**src/rtl/digest_serializer.sv**
```systemverilog
// Captures a hash digest and streams it out MSW-first over a narrow
// valid/ready bus, with optional truncation to a requested word count.
module digest_serializer #(
  parameter  int BUS_WIDTH    = 2,
  parameter  int DIGEST_WIDTH = 16,
  localparam int OUT_WORDS    = DIGEST_WIDTH / BUS_WIDTH,
  localparam int CNT_W        = $clog2(OUT_WORDS + 1)
) (
  input  logic                    clk,
  input  logic                    reset_n,
  input  logic                    digest_valid,
  input  logic [DIGEST_WIDTH-1:0] digest,
  input  logic [CNT_W-1:0]        out_words,
  output logic [BUS_WIDTH-1:0]    dout,
  output logic                    dout_valid,
  input  logic                    dout_ready,
  output logic                    dout_last,
  output logic                    busy,
  output logic                    done,
  output logic                    overrun
);

  typedef enum logic {
    IDLE = 1'b0,
    SEND = 1'b1
  } state_t;

  localparam logic [CNT_W-1:0] MAX_CNT = CNT_W'(OUT_WORDS);
  localparam logic [CNT_W-1:0] ONE     = CNT_W'(1);

  state_t                  r_state;
  state_t                  w_next;
  logic [DIGEST_WIDTH-1:0] r_shift;
  logic [CNT_W-1:0]        r_remaining;
  logic                    r_done;
  logic                    r_overrun;

  logic                    w_capture;
  logic                    w_xfer;
  logic                    w_last;
  logic [CNT_W-1:0]        w_eff_cnt;

  assign w_last    = (r_state == SEND) && (r_remaining == ONE);
  assign w_xfer    = (r_state == SEND) && dout_ready;
  assign w_capture = (r_state == IDLE) && digest_valid;

  // Zero or out-of-range counts mean "send the whole digest".
  assign w_eff_cnt = ((out_words == '0) || (out_words > MAX_CNT))
                   ? MAX_CNT : out_words;

  always_ff @(posedge clk or negedge reset_n) begin
    if (!reset_n) begin
      r_state <= IDLE;
    end else begin
      r_state <= w_next;
    end
  end

  always_comb begin
    w_next = r_state;
    unique case (r_state)
      IDLE: if (digest_valid)    w_next = SEND;
      SEND: if (w_xfer && w_last) w_next = IDLE;
      default: w_next = IDLE;
    endcase
  end

  always_comb begin
    dout_valid = 1'b0;
    busy       = 1'b0;
    dout       = '0;
    dout_last  = 1'b0;
    if (r_state == SEND) begin
      dout_valid = 1'b1;
      busy       = 1'b1;
      dout       = r_shift[DIGEST_WIDTH-1 -: BUS_WIDTH];
      dout_last  = w_last;
    end
  end

  always_ff @(posedge clk or negedge reset_n) begin
    if (!reset_n) begin
      r_shift     <= '0;
      r_remaining <= '0;
      r_done      <= 1'b0;
      r_overrun   <= 1'b0;
    end else begin
      r_done    <= w_xfer && w_last;
      r_overrun <= digest_valid && (r_state == SEND);
      if (w_capture) begin
        r_shift     <= digest;
        r_remaining <= w_eff_cnt;
      end else if (w_xfer) begin
        r_shift     <= r_shift << BUS_WIDTH;
        r_remaining <= r_remaining - ONE;
      end
    end
  end

  assign done    = r_done;
  assign overrun = r_overrun;

endmodule

```
**config.mk**
```make
export PLATFORM = sky130hd
export DESIGN_NAME = digest_serializer
export DESIGN_NICKNAME = d
export VERILOG_FILES = /design/src/rtl/digest_serializer.sv
export SDC_FILE = /design/constraint.sdc
export NUM_CORES = 1
export LEC_CHECK = 0
export CORE_MARGIN = 3
export CORE_UTILIZATION = 30
export CTS_BUF_LIST = sky130_fd_sc_hd__clkbuf_8
export DETAILED_ROUTE_END_ITERATION = 10
export HOLD_SLACK_MARGIN = 0.08
export PLACE_DENSITY = 0.6
export SYNTH_ARGS = -nofsm -noshare
export SYNTH_HDL_FRONTEND = slang
export SYNTH_SLANG_ARGS = --single-unit
export TNS_END_PERCENT = 100
```
**constraint.sdc**
```tcl
create_clock -name clk -period 1.4 [get_ports clk]
set_input_delay 0.28 -clock clk [delete_from_list [all_inputs] [get_ports clk]]
set_output_delay 0.28 -clock clk [all_outputs]
set_load 0.03 [all_outputs]
```
After elaboration in Yosys (flattened, before gate mapping)
Cells that the tools add are included.
{"block": "totals", "regBits": 23, "latch_bits": 0, "ram_bits": 0, "mem_bits_ro": 0, "memories": 0}
{"block": "classes", "n_addsub": 1, "n_mul": 0, "n_div": 0, "n_lt_le_gt_ge": 1, "n_eq_ne": 1, "n_shift": 0, "mux": 11, "n_bitwise": 1, "n_reduce_logical": 8}
{"operator": "$mux W16", "n": 2}
{"operator": "$mux W4", "n": 3}
{"operator": "$logic_and A1 B1 Y1", "n": 5}
{"operator": "$eq A4 B1 Y1 const B", "n": 1}
{"operator": "$gt A4 B4 Y1 const B", "n": 1}
{"operator": "$logic_not A4 Y1", "n": 1}
{"operator": "$mux W1", "n": 4}
{"operator": "$sub A4 B1 Y4 const B", "n": 1}
{"operator": "$mux W2", "n": 1}
{"operator": "$pmux W1 S2", "n": 1}
{"operator": "$reduce_bool A2 Y1", "n": 1}
{"operator": "$logic_or A1 B1 Y1", "n": 1}
{"operator": "$not A1 Y1", "n": 1}

Logic depth before layout (Yosys ltp)
Gate-level depths: netlist of run 1.
{"block": "depth", "depth_word": 5, "mapped_depth": 5}

Least setup slack after synthesis of run 1
Ideal clock, no wire load.
{"block": "synth_path", "path_kind": "register to register", "from": "reg r_state", "to": "reg r_state", "setup_ns": 0.118, "t_arrival_ns": 1.333, "required_ns": 1.282, "slack_ns": -0.051, "stages_incl_launch_ff": 5, "cell_sequence": "dfrtp_1 -> buf_6 -> and4bb_2 -> nand2_1 -> a21o_1"}
{"block": "synth_via", "elab_chain_len": 4}
{"element": "start, declared", "line": "31", "source": "state_t r_state;"}
{"element": "start signal, assigned", "line": "55", "source": "r_state <= w_next;"}
{"element": "$logic_and A1 B1 Y1 (on tied branches)", "line": "44, 43"}
{"element": "$logic_and A1 B1 Y1", "line": "63", "source": "SEND: if (w_xfer && w_last) w_next = IDLE;"}
{"element": "$mux W1", "line": "63"}
{"element": "$pmux W1 S2 (*)", "line": "61", "source": "unique case (r_state)"}
{"element": "net w_next", "line": "32", "source": "state_t w_next;"}
Mark *: on every way through the listed nets, which the timed path passes. The rest lies on a longest branch.
A chain may end at the register's enable or synchronous reset.

Worst setup path after layout of run 1
{"block": "layout_path", "from": "reg r_remaining[1]", "to": "out dout_last"}
{"block": "layout_via", "elab_chain_len": 3}
{"element": "start, declared", "line": "34", "source": "logic [CNT_W-1:0] r_remaining;"}
{"element": "start signal, assigned", "line": "92", "source": "r_remaining <= w_eff_cnt;"}
{"element": "start signal, assigned", "line": "95", "source": "r_remaining <= r_remaining - ONE;"}
{"element": "$eq A4 B1 Y1", "line": "43", "source": "assign w_last = (r_state == SEND) && (r_remaining == ONE);"}
{"element": "$logic_and A1 B1 Y1", "line": "43"}
{"element": "$mux W1", "line": "73", "source": "if (r_state == SEND) begin"}
{"element": "end, declared", "line": "17", "source": "output logic dout_last,"}
Every way passes these cells.

==> reports/qor.txt, run 1 <==
DP HPWL = 1.78 mm
Synth area leaders = dfrtp_1, mux2i_1, o21ai_0, nand2_1, ha_1
Crit Path Category = reg -> out
Synth Flop Type = dfrtp_1
gr ovfl total = 0
Iteration-0 DRC Markers = 30
CP max stage delay = 390 ps
pin count of the biggest net entering global routing = 24
clock latency on the worst-skew pair = 260 ps
Seq cells post-synth = 23
synth cell count leaders = dfrtp_1, mux2i_1, o21ai_0
Synthesized Nets = 131
Tmin final = 1510 ps
worst slew pin tran = 299 ps
GRT Overall Usage = 11.1%
Max VDD drop = 0.000666 V
P per Cell Area = 1740 nW/um^2
Slew headroom = 80.1%
DRT antenna net count = 0
placed insts = 185
Max-Cap Viols = 0
final setup TNS = -122 ps
Post-synth ARST share = 100%
Top Ports = 31
post-synthesis instance total = 105
PnR worst setup slack = -112 ps
crit-path cells = inv_2 > ha_4 > and4bb_2 > buf_6
CP max-delay cell = dfrtp_1
TritonCTS clock tree = done
Hold WC Path Type = in -> async
startpoint types = flip-flop
die height = 67.9 um
total power = 2.87 mW
initial antenna violation count = 0
Worst-path clk slew = 80 ps
Lkg Pwr = 0.767 nW
FP Rows = 21
clock sink count = 23
CTS H-tree depth = 1
number of remaining DRC errors = 0
drt pass-1 iters = 4
CP required = 1120 ps
RSZ-0062 raised after global routing = true
Synth area leader = dfrtp_1
WHS = 392 ps
Final nets = 176
Die W = 67.9 um
initial core utilization = 32.7%
first-pass GRT wire length = 3.94 mm
cts bufs inserted = 3
max-slew violations = 0
final RePlAce weighted congestion = 0.706
Post-synth EDFFs = 0
final setup vio count = 2
period utilisation layout = 108%
WL per Instance = 12.2 um
Inserted Diodes = 0
die area = 4610 um^2
final instance count without filler cells = 195
Setup Skew = 3.51 ps
Worst setup EP type = primary output
CTS max path bufs = 2
critical path peak fanout = 2
register area share after synthesis = 50.1%
area of the mapped netlist = 1150 um^2
Hold Violations, Final = 0
Vias/cell = 4.51
Syn-to-layout area delta = 43.7%
Yosys top cell area share = 50.1%
synth unique cells = 26
total number of vias = 879
Root Driver = clkbuf_8
core area = 3520 um^2
violated checks = setup timing
outcome = finished, violations left
CP Data Arrival Time = 1230 ps
PortBufs = 30
achievable frequency = 661 MHz
count leader, synth = dfrtp_1
share of cells above drive strength 1 = 22.8%
Yosys warnings = 0
vias in the first global route = 873
final wirelength = 2.37 mm
syn avg cell area = 11.0 um^2
==> final timing paths <==
kind,start,end,slack (ps),cells after the start
min reg2reg,r_shift[11],r_shift[13],570,2
max reg2reg,r_remaining[1],r_remaining[3],-10,6
max,r_remaining[1],dout_last,-110,4
max in group asynchronous,reset_n,r_state,760,2
min,reset_n,r_shift[14],390,2
min in group clk,r_shift[11],r_shift[13],570,2
==> cells by family (layout without fill, tap and decap cells) <==
kind of cell / after synthesis / in the layout / share of synthesized area (%)
simple gates: 28 / 28 / 14.6
fa+ha+maj: 2 / 2 / 2.18
mux: 18 / 18 / 15.8
flops: 23 / 23 / 50.1
buf+inv: 10 / 54 / 5.33
compound gates: 21 / 21 / 9.79
xor+xnor: 3 / 3 / 2.29
==> stage by stage <==
stage	worst slack (ps)	instance area (um^2)	utilization, %
5_1_grt	-150	1650	46.9
2_1_floorplan	46.5	1150	-
3_5_place_dp	-141	1540	43.9
3_3_place_gp	-112	1540	43.9
6_report	-112	1650	46.9
4_1_cts	-136	1630	46.4
==> cell usage in the layout (no fill, tap or decap), types with 2 or more instances in the layout <==
cell type	Yosys	routed
a21oi_1	2	2
and2_1	3	3
buf_4	1	20
clkbuf_8	0	3
clkdlybuf4s50_1	0	23
dfrtp_1	23	22
dlygate4sd2_1	0	2
inv_1	3	3
mux2i_1	17	17
nand2_1	15	15
nand3b_1	3	3
o21ai_0	16	16
xnor2_1	2	2
==> worst max-delay path, delay by kind of cell, from the launching register on <==
family	cells	cell delay (ps)
buffers and inverters	2	210
adders and majority gates	1	120
DFF	1	390
and+or+nand+nor	1	250
==> flip-flops by register name, indices dropped and copies added, names as in the netlist <==
| register | flops |
|---|---|
| overrun | 1 |
| done | 1 |
| r_state | 1 |
| r_remaining | 4 |
| r_shift | 16 |
==> routing by layer <==
metal / vias to the layer above / wire, um / global-route usage, %
li1: 443 / - / -
met4: 0 / 22 / 2.98
met5: - / 0 / 0
met3: 2 / 121 / 1.64
met2: 17 / 1160 / 18.0
met1: 417 / 1070 / 15.4
==> report_power, final <==
group	total, mW	internal [mW]	switching (mW)	leakage, nW
Sequential	1.12	0.945	0.178	0.289
Combinational	1.36	0.707	0.652	0.450
Clock	0.390	0.195	0.195	0.0269
==> cell type report <==
class / instances / area [um^2]
Sequential cell: 23 / 577
Multi-Input combinational cell: 72 / 533
Clock inverter: 1 / 3.75
Tap cell: 46 / 57.6
Clock buffer: 3 / 41.3
Inverter: 3 / 11.3
Timing Repair Buffer: 47 / 429
Fill cell: 344 / 1870
==> repair_timing <==
action | CTS | global route
setup endpoints to repair | 4 | 15
resized for setup | 6 | 1
buffers inserted | 4 | 2
hold buffers | 0 | 0
hold endpoints to repair | 0 | 0
No activity file was read; power rests on OpenSTA's default activity.
==> run 2: changes to the inputs <==
==> constraint.sdc (replaced) <==
create_clock -name clk -period 1.4 [get_ports clk]
set_input_delay 0.28 -clock clk [delete_from_list [all_inputs] [get_ports clk]]
set_output_delay 0.28 -clock clk [all_outputs]
set_load 0.01 [all_outputs]
==> run 2 against run 1 <==
Compared with the run above:
- the run still ends with setup timing left
- final cell count is 3.6% higher
- final area is 4.6% higher
- sequential cell count stayed put
- clock skew is 2.4 ps lower
- global-route usage is 0.17 points higher
- register-to-register slack better by 60 ps
- sequential share of layout area is 1.6 points lower
==> reports/qor.txt, run 2 (synthesis results as in run 1) <==
P per Cell Area = 1650 nW/um^2 (-4.9%)
Hold WC Path Type = in -> async
DP HPWL = 1.87 mm (+5.2%)
clock sink count = 23 (unchanged)
DRT antenna net count = 0 (unchanged)
gr ovfl total = 0 (unchanged)
Setup Skew = 1.14 ps (-2.37 ps)
Final nets = 183 (+4.0%)
crit-path cells = inv_2 > ha_1 > and4bb_2 > buf_6
core area = 3520 um^2 (unchanged)
total power = 2.86 mW (-0.49%)
CP max stage delay = 390 ps (about the same)
FP Rows = 21 (unchanged)
CP Data Arrival Time = 1200 ps (-30 ps)
most flop-heavy register = r_shift
WHS = 382 ps (-10.5 ps)
initial antenna violation count = 0 (unchanged)
TritonCTS clock tree = done
Max VDD drop = 0.000447 V (-33%)
CP required = 1120 ps (about the same)
Die W = 67.9 um (unchanged)
CP max-delay cell = dfrtp_1
Top Registers = r_shift (16), r_remaining (4)
PortBufs = 30 (unchanged)
PnR worst setup slack = -76.4 ps (+35.4 ps)
worst slew pin tran = 319 ps (+20.4 ps)
RSZ-0062 raised after global routing = true
Top Ports = 31 (unchanged)
pin count of the biggest net entering global routing = 30 (+25%)
Iteration-0 DRC Markers = 26 (-13%)
Crit Path Category = reg -> out
startpoint types = flip-flop
most frequent cells in the layout = dfrtp_1, clkdlybuf4s50_1, buf_4
die height = 67.9 um (unchanged)
Max-Cap Viols = 0 (unchanged)
critical path peak fanout = 2 (unchanged)
Inserted Diodes = 0 (unchanged)
Hold Violations, Final = 0 (unchanged)
CTS max path bufs = 2 (unchanged)
placed insts = 193 (+4.3%)
cts bufs inserted = 3 (unchanged)
final instance count without filler cells = 202 (+3.6%)
CP bufs+invs = 2 (unchanged)
GRT Overall Usage = 11.3% (+0.17 points)
Tmin final = 1480 ps (-35.4 ps)
placed inst area = 1620 um^2 (+4.6%)
Lkg Pwr = 0.818 nW (+6.8%)
clock latency on the worst-skew pair = 260 ps (about the same)
CTS H-tree depth = 1 (unchanged)
drt pass-1 iters = 4 (unchanged)
number of remaining DRC errors = 0 (unchanged)
final setup vio count = 1 (-1)
Worst setup EP type = primary output
commonest non-fill, non-tap cell in the layout = dfrtp_1
total number of vias = 919 (+4.6%)
max-slew violations = 0 (unchanged)
WL per Instance = 12.2 um (+0.16%)
initial core utilization = 32.7% (unchanged)
family with the most delay on the worst path = flip-flops
Worst-path clk slew = 80 ps (about the same)
Syn-to-layout area delta = 50.4%
final wirelength = 2.46 mm (+3.8%)
outcome = finished, violations left
vias in the first global route = 908 (+4.0%)
Largest register FFs = 16 (unchanged)
share of cells above drive strength 1 = 23.7% (+0.90 points)
achievable frequency = 677 MHz (+2.4%)
first-pass GRT wire length = 3.95 mm (+0.18%)
period utilisation layout = 105% (-2.5 points)
Root Driver = clkbuf_8
violated checks = setup timing
Slew headroom = 78.7% (-1.4 points)
fill count = 333 (-3.2%)
Vias/cell = 4.55 (+0.93%)
final RePlAce weighted congestion = 0.734 (+4.1%)
die area = 4610 um^2 (unchanged)
final instance area = 1730 um^2 (+4.6%)
Layout Utilization = 49.1% (+2.2 points)
run 2: path summary, 6_finish.rpt:
kind | start | endpoint | slack [ps] | cells past startpoint
max in group asynchronous | reset_n | r_remaining[0] | 790 | 2
setup reg to reg | r_state | r_remaining[0] | 50 | 7
hold reg to reg | r_shift[1] | r_shift[1] | 570 | 2
hold / removal | reset_n | r_shift[15] | 380 | 2
setup / recovery | r_remaining[1] | dout_last | -80 | 4
min in group clk | dout_ready | r_shift[1] | 550 | 3
run 2: what timing repair did:
action | 4_1_cts | 5_1_grt
gates cloned | 0 | 1
pin swaps | 1 | 0
gates resized for setup | 18 | 6
endpoints found under the setup margin | 7 | 16
setup buffers | 1 | 3
hold buffers | 0 | 0
run 2: metrics by stage:
stage                     worst slack [ps]  TNS [ps]
after floorplan                        186         0
after global placement                -202     -1930
after detailed placement              -227     -2270
after CTS                            -87.8     -87.8
after global routing                  -126      -135
final                                -76.4     -76.4
run 2: worst reg2reg max path, cell delays in order (launching register included):
cell,delay (ps)
dfrtp_1,380
buf_4,140
buf_4,180
nor2b_4,150
buf_6,130
buf_4,110
nand3b_1,80
o21ai_0,90
run 2: power breakdown:
part | switching (mW) | internal, mW
clock | 0.207 | 0.196
sequential | 0.139 | 0.942
combinational | 0.592 | 0.781
total | 0.939 | 1.92
run 2: per-layer routing:
metal / part of all wire (%) / wire, um / vias up / track usage, %
li1: - / - / 464 / -
met1: 45 / 1110 / 433 / 14.0
met2: 51 / 1250 / 20 / 19.2
met3: 3.9 / 96 / 2 / 2.13
met4: 0.45 / 11 / 0 / 4.47
met5: 0 / 0 / - / 0
run 2: layout make-up:
cell class                      instances  area [um^2]  area share [%]
Clock inverter                          1         3.75           0.217
Timing Repair Buffer                   54          510            29.5
Tap cell                               46         57.6            3.33
Clock buffer                            3         41.3            2.39
Sequential cell                        23          576            33.3
Multi-Input combinational cell         72          529            30.6
Inverter                                3         11.3           0.651
==> run 3: changes to the inputs <==
--- a/config.mk
+++ b/config.mk
@@ -11,6 +11,7 @@
 export DETAILED_ROUTE_END_ITERATION = 10
 export HOLD_SLACK_MARGIN = 0.08
 export PLACE_DENSITY = 0.6
+export SLEW_MARGIN = 20
 export SYNTH_ARGS = -nofsm -noshare
 export SYNTH_HDL_FRONTEND = slang
 export SYNTH_SLANG_ARGS = --single-unit
==> constraint.sdc (replaced) <==
create_clock -name clk -period 1.4 [get_ports clk]
set_input_delay 0.28 -clock clk [delete_from_list [all_inputs] [get_ports clk]]
set_output_delay 0.28 -clock clk [all_outputs]
set_load 0.005 [all_outputs]
==> run 3 against run 2 <==
Compared with the run above:
- the run still ends with setup timing left
- via count is 0.76% lower
- critical path depth stayed put
- die area stayed put
- non-clock buffer count is 1 lower
- total power is 1.8% higher
==> reports/qor.txt, run 3 (synthesis results as in run 1) <==
final setup vio count = 1 (unchanged)
final setup TNS = -59.0 ps (+17.4 ps)
logic gate share of total power = 49.2% (+1.1 points)
CP required = 1120 ps (about the same)
WL per Instance = 11.9 um (-2.6%)
fill count = 312 (-6.3%)
most frequent cells in the layout = dfrtp_1, clkdlybuf4s50_1, buf_4
Hold Violations, Final = 0 (unchanged)
Lkg Pwr = 0.831 nW (+1.6%)
DP HPWL = 1.79 mm (-4.4%)
first-pass GRT wire length = 3.86 mm (-2.1%)
family with the most delay on the worst path = flip-flops
Worst setup EP type = primary output
crit-path cells = inv_2 > ha_1 > and4bb_2 > buf_2
die area = 4610 um^2 (unchanged)
Vias/cell = 4.54 (-0.27%)
vias in the first global route = 876 (-3.5%)
share of cells above drive strength 1 = 25.8% (+2.1 points)
critical path peak fanout = 2 (unchanged)
R2R setup slack = 60 ps (about the same)
WHS = 368 ps (-13.6 ps)
CP max stage delay = 370 ps (-20 ps)
TritonCTS clock tree = done
Pint = 1.96 mW (+2.4%)
Die W = 67.9 um (unchanged)
achievable frequency = 685 MHz (+1.2%)
violated checks = setup timing
Largest register FFs = 16 (unchanged)
CP Data Arrival Time = 1180 ps (-20 ps)
Net Switching = 0.945 mW (+0.72%)
P per Cell Area = 1660 nW/um^2 (+0.39%)
clock group share of total power = 13.8% (-0.3 points)
clock sink count = 23 (unchanged)
multi-input logic area = 566 um^2 (+6.9%)
CP bufs+invs = 2 (unchanged)
Max-Cap Viols = 0 (unchanged)
period utilisation layout = 104% (-1.2 points)
Top Ports = 31 (unchanged)
worst slew pin tran = 306 ps (-13.1 ps)
most flop-heavy register = r_shift
startpoint types = flip-flop
Flop pwr share = 37.1% (-0.7 points)
PortBufs = 30 (unchanged)
storage element area = 576 um^2 (unchanged)
RSZ-0062 raised after global routing = true
Setup Skew = 4.52 ps (+3.38 ps)
Final nets = 182 (-0.55%)
cts bufs inserted = 3 (unchanged)
total number of vias = 912 (-0.76%)
initial antenna violation count = 0 (unchanged)
Worst-path clk slew = 80 ps (about the same)
Syn-to-layout area delta = 52.6%
Hold WC Path Type = in -> async
PnR worst setup slack = -59.0 ps (+17.4 ps)
hold buffers post-CTS = 0 (unchanged)
Slew headroom = 79.5% (+0.84 points)
pin count of the biggest net entering global routing = 30 (unchanged)
die height = 67.9 um (unchanged)
max-slew violations = 0 (unchanged)
Top Registers = r_shift (16), r_remaining (4)
Crit Path Category = reg -> out
gr ovfl total = 0 (unchanged)
GRT Overall Usage = 11.1% (-0.15 points)
number of remaining DRC errors = 0 (unchanged)
final instance area = 1750 um^2 (+1.4%)
Sw Ratio = 32.5% (-0.36 points)
DRT antenna net count = 0 (unchanged)
final wirelength = 2.38 mm (-3.1%)
Max VDD drop = 0.000574 V (+29%)
core area = 3520 um^2 (unchanged)
Tmin final = 1460 ps (-17.4 ps)
CP max-delay cell = dfrtp_1
Iteration-0 DRC Markers = 50 (+92%)
drt pass-1 iters = 6 (+2)
FP Rows = 21 (unchanged)
Root Driver = clkbuf_8
CTS max path bufs = 2 (unchanged)
CTS H-tree depth = 1 (unchanged)
final RePlAce weighted congestion = 0.739 (+0.57%)
initial core utilization = 32.7% (unchanged)
outcome = finished, violations left
clock latency on the worst-skew pair = 260 ps (about the same)
placed inst area = 1620 um^2 (unchanged)
Inserted Diodes = 0 (unchanged)
run 3: cell count changes in the layout (fill, tap and decap cells not counted), sizes merged:
cell / previous run / this run
dlygate4sd2: 4 / 2
clkinv: 0 / 1
clkdlybuf4s50: 22 / 23
clkbuf: 4 / 6
buf: 26 / 23
dlymetal6s2s: 1 / 2
inv: 4 / 3
run 3: routing by layer:
layer	track usage [%]	routed length [um]
met1	14.9	1040
met2	17.6	1230
met3	2.13	107
met4	4.47	0
met5	0	0
run 3: stage by stage:
stage | power (mW) | cells | setup slack (ps) | util, %
2_1_floorplan | 1.81 | 105 | 216 | -
3_3_place_gp | 2.33 | 193 | -165 | 45.9
3_5_place_dp | 2.37 | 193 | -184 | 45.9
4_1_cts | 2.80 | 200 | -84.5 | 47.6
5_1_grt | 3.17 | 201 | -102 | 49.8
6_report | 2.91 | 201 | -59.0 | 49.8
run 3: worst register-to-register path: stages (launching register included):
cell	delay, ps
dfrtp_1	380
buf_4	140
buf_4	180
nor2b_4	150
buf_6	140
mux2i_1	200
a21oi_1	50
run 3: path summary, 6_finish.rpt:
check	start	end	cells past startpoint
worst max register to register	r_state	r_shift[0]	6
worst max-delay path	r_remaining[1]	dout_last	4
max in group asynchronous	reset_n	r_remaining[2]	2
worst min register to register	r_shift[3]	r_shift[3]	2
worst min-delay path	reset_n	r_shift[14]	2
min in group clk	digest[3]	r_shift[3]	3
run 3: final cells by class:
cell class	instances	area share (%)
Sequential cell	23	32.8
Timing Repair Buffer	53	28.4
Clock buffer	3	2.35
Clock inverter	1	0.285
Tap cell	46	3.28
Inverter	3	0.642
Multi-Input combinational cell	72	32.2
run 3: timing repair:
| item | CTS | global route |
|---|---|---|
| pin swaps | 2 | 3 |
| resized for setup | 11 | 15 |
| endpoints found under the hold margin | 0 | 0 |
| endpoints found under the setup margin | 5 | 21 |
| buffers inserted | 3 | 1 |
| gates cloned | 0 | 1 |
run 3: power groups by stage:
stage | Combinational (mW) | Sequential, mW | Clock (mW)
after floorplan | 0.718 | 1.10 | 0
after global placement | 1.24 | 1.09 | 0
after detailed placement | 1.28 | 1.09 | 0
after CTS | 1.31 | 1.08 | 0.422
after global routing | 1.61 | 1.11 | 0.447
final | 1.43 | 1.08 | 0.401
